[src/rtl/blink_monitor_pkg.sv]
// blink_monitor_pkg
//   Constants shared by the blink monitor and the blink generators that
//   drive it:
//   - bm_state_t  : monitor state encoding (IDLE / MEASURE / STALLED).
//   - BM_DEF_*    : default counter width, stall timeout, synchronizer depth
//                   and edge counter width. Keeping these in one place lets a
//                   generator and the monitor watching it agree on
//                   WIDTH/TIMEOUT.
package blink_monitor_pkg;

  typedef enum logic [1:0] {
    BM_IDLE    = 2'd0,
    BM_MEASURE = 2'd1,
    BM_STALLED = 2'd2
  } bm_state_t;

  localparam int BM_DEF_WIDTH       = 32;
  localparam int BM_DEF_TIMEOUT     = 2**25;
  localparam int BM_DEF_SYNC_STAGES = 2;
  localparam int BM_DEF_EDGE_WIDTH  = 16;

endpackage

[src/rtl/blink_monitor_edge_sync.sv]
// edge_sync
//   Brings an asynchronous level into the clk domain and flags its rising
//   edges. Reusable wherever a tile needs to watch another tile's toggle line.
//
//   Parameters
//     SYNC_STAGES : synchronizer depth. Must be at least 2.
//
//   Ports
//     clk     in   system clock
//     nrst    in   asynchronous active-low reset
//     d_async in   asynchronous input level
//     q_sync  out  synchronized level (last synchronizer flop)
//     rise    out  q_sync is 1 and was 0 on the previous cycle
module edge_sync #(
  parameter int SYNC_STAGES = 2
) (
  input  logic clk,
  input  logic nrst,
  input  logic d_async,
  output logic q_sync,
  output logic rise
);

  logic [SYNC_STAGES-1:0] sync_q;
  logic                   s_prev;

  // Synchronizer chain and edge-detect history.
  always_ff @(posedge clk or negedge nrst) begin
    if (!nrst) begin
      sync_q <= '0;
      s_prev <= 1'b0;
    end else begin
      sync_q <= {sync_q[SYNC_STAGES-2:0], d_async};
      s_prev <= sync_q[SYNC_STAGES-1];
    end
  end

  assign q_sync = sync_q[SYNC_STAGES-1];

  // Both operands are flop outputs, so rise is stable for the whole cycle.
  assign rise = q_sync & ~s_prev;

endmodule

[src/rtl/blink_monitor.sv]
// blink_monitor
//   Measures an asynchronous square wave: period and high time in clock
//   cycles, a count of rising edges, and a flag for an input that has stopped
//   toggling. All outputs are registered.
//
//   Parameters
//     WIDTH       : width of period / high_time and the internal counters
//     SYNC_STAGES : synchronizer depth on blink_in (>= 2)
//     TIMEOUT     : cycles without a rising edge before stalled sets
//                   (must be below 2**WIDTH - 1)
//     EDGE_WIDTH  : width of edge_count
//
//   Ports
//     clk          in   system clock
//     nrst         in   asynchronous active-low reset
//     enable       in   measurement enable
//     blink_in     in   asynchronous input under measurement
//     period       out  cycles between the last two rising edges
//     high_time    out  high cycles within that period
//     period_valid out  one-cycle pulse when period/high_time update
//     stalled      out  no rising edge for TIMEOUT cycles
//     edge_count   out  rising edges seen while enabled (wraps)
module blink_monitor
  import blink_monitor_pkg::*;
#(
  parameter int WIDTH       = BM_DEF_WIDTH,
  parameter int SYNC_STAGES = BM_DEF_SYNC_STAGES,
  parameter int TIMEOUT     = BM_DEF_TIMEOUT,
  parameter int EDGE_WIDTH  = BM_DEF_EDGE_WIDTH
) (
  input  logic                  clk,
  input  logic                  nrst,
  input  logic                  enable,
  input  logic                  blink_in,
  output logic [WIDTH-1:0]      period,
  output logic [WIDTH-1:0]      high_time,
  output logic                  period_valid,
  output logic                  stalled,
  output logic [EDGE_WIDTH-1:0] edge_count
);

  localparam logic [WIDTH-1:0]      CNT_ONE     = {{(WIDTH-1){1'b0}}, 1'b1};
  localparam logic [EDGE_WIDTH-1:0] EDGE_ONE    = {{(EDGE_WIDTH-1){1'b0}}, 1'b1};
  localparam logic [WIDTH-1:0]      TIMEOUT_CNT = WIDTH'(TIMEOUT);

  // Add 0 or 1, holding at all-ones instead of wrapping.
  function automatic logic [WIDTH-1:0] sat_inc(input logic [WIDTH-1:0] a,
                                               input logic             inc);
    logic [WIDTH:0] sum;
    sum = {1'b0, a} + {{WIDTH{1'b0}}, inc};
    return sum[WIDTH] ? {WIDTH{1'b1}} : sum[WIDTH-1:0];
  endfunction

  bm_state_t             state, state_nxt;
  logic [WIDTH-1:0]      cnt, cnt_nxt;
  logic [WIDTH-1:0]      hcnt, hcnt_nxt;
  logic [WIDTH-1:0]      period_nxt, high_nxt;
  logic                  pv_nxt, stalled_nxt;
  logic [EDGE_WIDTH-1:0] edge_nxt;
  logic                  s, rise;

  edge_sync #(
    .SYNC_STAGES(SYNC_STAGES)
  ) u_edge_sync (
    .clk     (clk),
    .nrst    (nrst),
    .d_async (blink_in),
    .q_sync  (s),
    .rise    (rise)
  );

  // Next-state and next-value logic.
  always_comb begin
    state_nxt   = state;
    cnt_nxt     = cnt;
    hcnt_nxt    = hcnt;
    period_nxt  = period;
    high_nxt    = high_time;
    pv_nxt      = 1'b0;
    stalled_nxt = stalled;
    edge_nxt    = edge_count;

    if (!enable) begin
      // Disabled: drop back to IDLE, forget the partial interval, keep the
      // last reported results and the edge count.
      state_nxt   = BM_IDLE;
      cnt_nxt     = '0;
      hcnt_nxt    = '0;
      stalled_nxt = 1'b0;
    end else begin
      unique case (state)
        BM_IDLE: begin
          cnt_nxt  = '0;
          hcnt_nxt = '0;
          // The first edge only starts the interval; there is nothing to
          // report until a second edge closes it.
          if (rise) begin
            state_nxt = BM_MEASURE;
            cnt_nxt   = CNT_ONE;
            hcnt_nxt  = CNT_ONE;
            edge_nxt  = edge_count + EDGE_ONE;
          end
        end

        BM_MEASURE: begin
          // A rise takes priority over the timeout check so an edge landing
          // exactly on TIMEOUT still produces a report.
          if (rise) begin
            period_nxt = cnt;
            high_nxt   = hcnt;
            pv_nxt     = 1'b1;
            cnt_nxt    = CNT_ONE;
            hcnt_nxt   = CNT_ONE;
            edge_nxt   = edge_count + EDGE_ONE;
          end else begin
            cnt_nxt  = sat_inc(cnt, 1'b1);
            hcnt_nxt = sat_inc(hcnt, s);
            if (cnt == TIMEOUT_CNT) begin
              state_nxt   = BM_STALLED;
              stalled_nxt = 1'b1;
            end
          end
        end

        BM_STALLED: begin
          // The interval that ends here spans the stall and is not reported;
          // the edge re-arms measurement like the first edge from IDLE.
          if (rise) begin
            state_nxt   = BM_MEASURE;
            stalled_nxt = 1'b0;
            cnt_nxt     = CNT_ONE;
            hcnt_nxt    = CNT_ONE;
            edge_nxt    = edge_count + EDGE_ONE;
          end else begin
            cnt_nxt  = sat_inc(cnt, 1'b1);
            hcnt_nxt = sat_inc(hcnt, s);
          end
        end

        default: begin
          state_nxt   = BM_IDLE;
          cnt_nxt     = '0;
          hcnt_nxt    = '0;
          stalled_nxt = 1'b0;
        end
      endcase
    end
  end

  // State, counter and output registers.
  always_ff @(posedge clk or negedge nrst) begin
    if (!nrst) begin
      state        <= BM_IDLE;
      cnt          <= '0;
      hcnt         <= '0;
      period       <= '0;
      high_time    <= '0;
      period_valid <= 1'b0;
      stalled      <= 1'b0;
      edge_count   <= '0;
    end else begin
      state        <= state_nxt;
      cnt          <= cnt_nxt;
      hcnt         <= hcnt_nxt;
      period       <= period_nxt;
      high_time    <= high_nxt;
      period_valid <= pv_nxt;
      stalled      <= stalled_nxt;
      edge_count   <= edge_nxt;
    end
  end

endmodule

[config.mk]
export PLATFORM = sky130hd
export DESIGN_NAME = blink_monitor
export DESIGN_NICKNAME = d
export VERILOG_FILES = /design/src/rtl/blink_monitor_pkg.sv /design/src/rtl/blink_monitor_edge_sync.sv /design/src/rtl/blink_monitor.sv
export SDC_FILE = /design/constraint.sdc
export NUM_CORES = 1
export LEC_CHECK = 0
export BUFFER_PORTS_ARGS = -buffer_cell sky130_fd_sc_hd__buf_2
export CAP_MARGIN = 20
export CORE_MARGIN = 2
export CORE_UTILIZATION = 60
export CTS_BUF_LIST = sky130_fd_sc_hd__clkbuf_2
export DETAILED_ROUTE_END_ITERATION = 10
export PLACE_DENSITY = 0.82
export SYNTH_ARGS = -nofsm -noshare
export SYNTH_HDL_FRONTEND = slang
export SYNTH_SLANG_ARGS = --single-unit
[constraint.sdc]
create_clock -name clk -period 4.4 [get_ports clk]
set_input_delay 0.66 -clock clk [delete_from_list [all_inputs] [get_ports clk]]
set_output_delay 0.66 -clock clk [all_outputs]
set_load 0.02 [all_outputs]
# Word level (Yosys, flattened, before mapping)
# Cells that the tools add are included.
# Widths: inputs -> output; s select.
# op_classes
addsub,3
n_eq_ne,8
muxes,22
n_bitwise,2
reduce_logical,8
# op_table
operator,n
$mux 32,6
$pmux 32 s2,2
$add 32x1->33,1
$add 32x1->33 const B,1
$eq 32x26->1 const B,1
$add 16x1->16 const B,1
$ne 3x3->1 const B,3
$reduce_and 3->1,3
$mux 1,8
$mux 2,4
$pmux 2 s2,1
$reduce_and 4->1,1
$reduce_or 2->1,2
$ne 3x2->1 const B,1
$pmux 1 s3,1
$reduce_or 3->1,1
$eq 2x1->1 const B,1
$eq 2x2->1 const B,1
$logic_not 2->1,1
$ne 2x2->1 const B,1
$and 1x1->1,1
$not 1->1,1
# word_totals
register_bits,151
in_bits,4
output_inout_bits,82
word_cells,53

# Depth between registers and ports, before layout
# depth
ltp_word,5
ltp_mapped,9
ltp_nobuf,7

# Cells and area by module
# Synthesis repeated with hierarchy kept, for this count alone.
# hier_totals
hier_cells,588
area_unflattened_um2,6920.4
# by_module_without_submodules
module,instances,cells_each,area_each_um2,seq_area_each_um2
blink_monitor,1,584,6831.6,3703.6
edge_sync,1,4,88.8,75.1

# Worst setup path before layout
# Ideal clock, no wire load.
# synth_timing
kind,register to register
from,register u_edge_sync.sync_q[1]
to,register hcnt[29]
setup_time_ns,0.081
arrival_time_ns,2.213
required_ns,4.319
path_slack_ns,2.106
path_stages_with_launch,10
path_buffers,2
period_less_slack_ns,2.294
path_cell_list,dfrtp_1 ha_1 ha_1 nand3_1 or2_2 clkbuf_1 or4_4 buf_6 and4_1 nor3_2
# synth_between
elab_chain_cells,5
word_cells_on_any_way,6
cone_classes,add/sub: 1; mux: 4; bitwise: 1
# synth_rtl
element,line,text
start: declaration,blink_monitor_edge_sync.sv:24,logic [SYNC_STAGES-1:0] sync_q;
start signal: assignment,blink_monitor_edge_sync.sv:33,"sync_q <= {sync_q[SYNC_STAGES-2:0], d_async};"
$add 32x1->33,blink_monitor.sv:50,"sum = {1'b0, a} + {{WIDTH{1'b0}}, inc};"
$mux 32,blink_monitor.sv:51,return sum[WIDTH] ? {WIDTH{1'b1}} : sum[WIDTH-1:0];
$mux 32 *,"blink_monitor.sv:108, blink_monitor.sv:128",
$pmux 32 s2 *,blink_monitor.sv:91,unique case (state)
$mux 32 *,blink_monitor.sv:83,if (!enable) begin
net hcnt_nxt[29],blink_monitor.sv:56,"logic [WIDTH-1:0] hcnt, hcnt_nxt;"
end signal: assignment,blink_monitor.sv:164,hcnt <= hcnt_nxt;
end: declaration,blink_monitor.sv:56,
# Mark *: on every way through the listed nets, which the timed path passes. The rest lies on a longest branch.
# A chain may end at the register's enable or synchronous reset.

# Worst setup path after layout
# layout_timing
from,register u_edge_sync.sync_q[1]
to,register period[6]
# layout_between
elab_chain_cells,2
# layout_rtl
element,line,text
$and 1x1->1,blink_monitor_edge_sync.sv:41,assign rise = q_sync & ~s_prev;
$reduce_and 3->1 (no source line),--,
end signal: assignment,blink_monitor.sv:165,period <= period_nxt;
end: declaration,blink_monitor.sv:35,"output logic [WIDTH-1:0] period,"
# No other way between the ends.

==> impl_results.md <==
* Drt first pass iters at 5
* Seq/Total Area, Yosys at 0.552
* Reg-to-reg slack, setup at 1790 ps
* #FFs+latches synth at 151
* Area grow syn2layout at 12.1%
* Slew @ Worst Pin at 846 ps
* Clock Sinks at 151
* Peak supply drop at 0.260 mV
* Hold Path Sink: state[1]
* DRC viols at 0
* Setup crit end kind: register
* Post-Layout Cell Count at 848
* Fmax at 384 MHz
* Vias at ~5000
* Clock Path Buffers at 2
* Worst Hold Depth at 3
* Boundary Pins at 86
* Placed Instances at 814
* Reg-to-Reg End: period[6]
* CTS Buf Count at 17
* CP startpoint kind: register
* Die W at 111 um
* Full die area at 12300 um^2
* Max Cap Viol at 0
* Synth Net Count at between 600 and 700
* Avg WL per Cell at between 15 and 20 um
* Final instance area at 7680 um^2
* Worst slew margin at 0.432
* Most frequent cells in the layout: dfrtp_1 (151), buf_2 (84), mux2_2 (57)
* Commonest non-fill, non-tap cell in the layout: dfrtp_1
* Die height at about 110 um
* Setup violators final at 0
* Status: finished clean
* Total wire length at between 10000 and 15000 um
* Clock Skews at 39.5 ps
* Pleak at 3.62 nW
* Antenna violations before repair at 0
* GR Overflow Total at 0
* Initial drt markers at 337
* Global placement routability congestion at 0.880
* Power Density at around 320 nW/um^2
* CP Class: reg2reg
* Clock Latency Late Sink at 730 ps
* Worst-path clk slew at 230 ps
* Core ar. at 11300 um^2
* Crit path max fanout at 38
* Starting Density at 0.608
* Setup TNS at 0 ps
* Top_reg_cell synth: dfrtp_1
* Unrepaired setup endpoints after global routing: false
* ANT nets after route at 0
* Post-DP HPWL at between 9000 and 10000 um
* R2R Path Start: u_edge_sync.sync_q[1]
* N_diodes at 0
* Fin crit period at 2610 ps
* NumNets Final at 706
* Post-synthesis area per instance at 11.3 um^2
* Number of distinct library cells after synthesis at 45
* CTS tree: yes
* Post-layout util at 0.681
* Post-synthesis async set-or-reset flop share at 1.00
* Syn. warnings at 0
* First-pass GRT wire length at about 24000 um
* Crit path required time at 5020 ps
* Critical Path AT at between 3000 and 4000 ps
* Post-CTS Setup Bufs at 0
* Vias in the first global route at 5019
* Final Max Tran Viols at 0
* CTS root buf: clkbuf_2
* Post-layout power at between 2 and 2.5 mW
* Fin crit share at 0.592
* Hold_sp: enable
* Row count at 39
* Max H-tree Level at 4
* IO buf count at 85
* Worst r2r path cells at 4
* Gr usage total at 0.240
* Post-synthesis cell area at 6850 um^2
* Layout cells sized above 1 at 0.274
* Post-placement cell area at 7410 um^2
* DR vias/cell at 5.96
* # fillers at 842
* HP Class: in2reg
* Worst setup path start: u_edge_sync.sync_q[1]
* Largest net degree at the start of global routing at between 60 and 70
* Final Hold Violating Endpoints at 0
* Mapped Cells at 607
* Number of enable flip-flop cells after synthesis at 0
* Resized cells post-CTS at 0
## final cells by class
| cell class | instances | area [um^2] | share of cell area |
|---|---|---|---|
| sequential | 151 | 3780 | 0.492 |
| tap | 143 | 179 | 0.0233 |
| clock inverter | 14 | 159 | 0.0207 |
| timing repair buffer | 93 | 517 | 0.0673 |
| clock buffer | 18 | 90.1 | 0.0117 |
| multi-input combinational | 414 | 2900 | 0.378 |
| inverter | 15 | 56.3 | 0.00733 |
## cell usage after synthesis, types with 10 or more instances
master,count,area share
a21oi_1,54,0.039
and3_1,12,0.011
and4_1,11,0.014
clkbuf_1,22,0.012
dfrtp_1,151,0.55
ha_1,10,0.018
inv_1,15,0.0082
mux2_2,57,0.094
nand2_1,38,0.021
nand3_1,34,0.025
nand4_1,16,0.015
nor2_1,28,0.015
nor3_1,15,0.011
nor4_1,17,0.016
o21ai_0,14,0.010
xnor2_1,39,0.050
xor2_1,17,0.022
## worst max path at each step
stage,depth (start not counted),slack (ps),endpoint
floorplan,9,2110,hcnt[29]
global placement,5,1790,cnt[30]
detailed placement,4,1850,period[17]
CTS,4,1790,period[12]
global route,4,1550,period[5]
finish,4,1790,period[6]
## stage by stage
step | hold WS, ps | worst slack (ps)
6_report | 231 | 1790
5_1_grt | 177 | 1550
4_1_cts | 154 | 1790
3_5_place_dp | 376 | 1850
3_3_place_gp | 383 | 1790
2_1_floorplan | 331 | 2110
## kinds of logic after synthesis
logic type | Yosys count | share of synthesized area
and+or+nand+nor | 193 | 0.153
xor gates and xnor gates | 56 | 0.0716
AOI/OAI and AO/OA | 97 | 0.0833
DFF | 151 | 0.552
buffers and inverters | 42 | 0.0263
muxes | 58 | 0.0952
adders and majority gates | 10 | 0.0183
## critical path: stages (launching register included)
cell and delay [ps]:
dfrtp_1 450, nor2b_1 430, nand3_2 710, buf_4 530, mux2_2 320
## timing repair
action | in CTS | in global routing
setup endpoints to repair | 0 | 0
endpoints found under the hold margin | 67 | 0
hold buffers | 2 | 0
## flip-flops by register name, indices dropped and copies added (netlist names)
signal and flops:
u_edge_sync.sync_q 2, u_edge_sync.s_prev 1, high_time 32, hcnt 32, state 2, stalled 1, period 32, edge_count 16
cnt 32, period_valid 1
## power by group
part / internal, mW / leakage, nW / switching, mW
clock: 0.311 / 0.135 / 0.489
sequential: 1.42 / 2.09 / 0.0392
combinational: 0.0710 / 1.39 / 0.133
## metal layers
metal / GRT usage / part of all wire / vias to the layer above
met5: 0 / 0 / -
met4: 0.103 / 0.022 / 0
met3: 0.0536 / 0.059 / 24
met2: 0.391 / 0.49 / 177
met1: 0.311 / 0.42 / 2474
li1: - / - / 2376
Note: power is estimated with default switching activity, not from simulation.
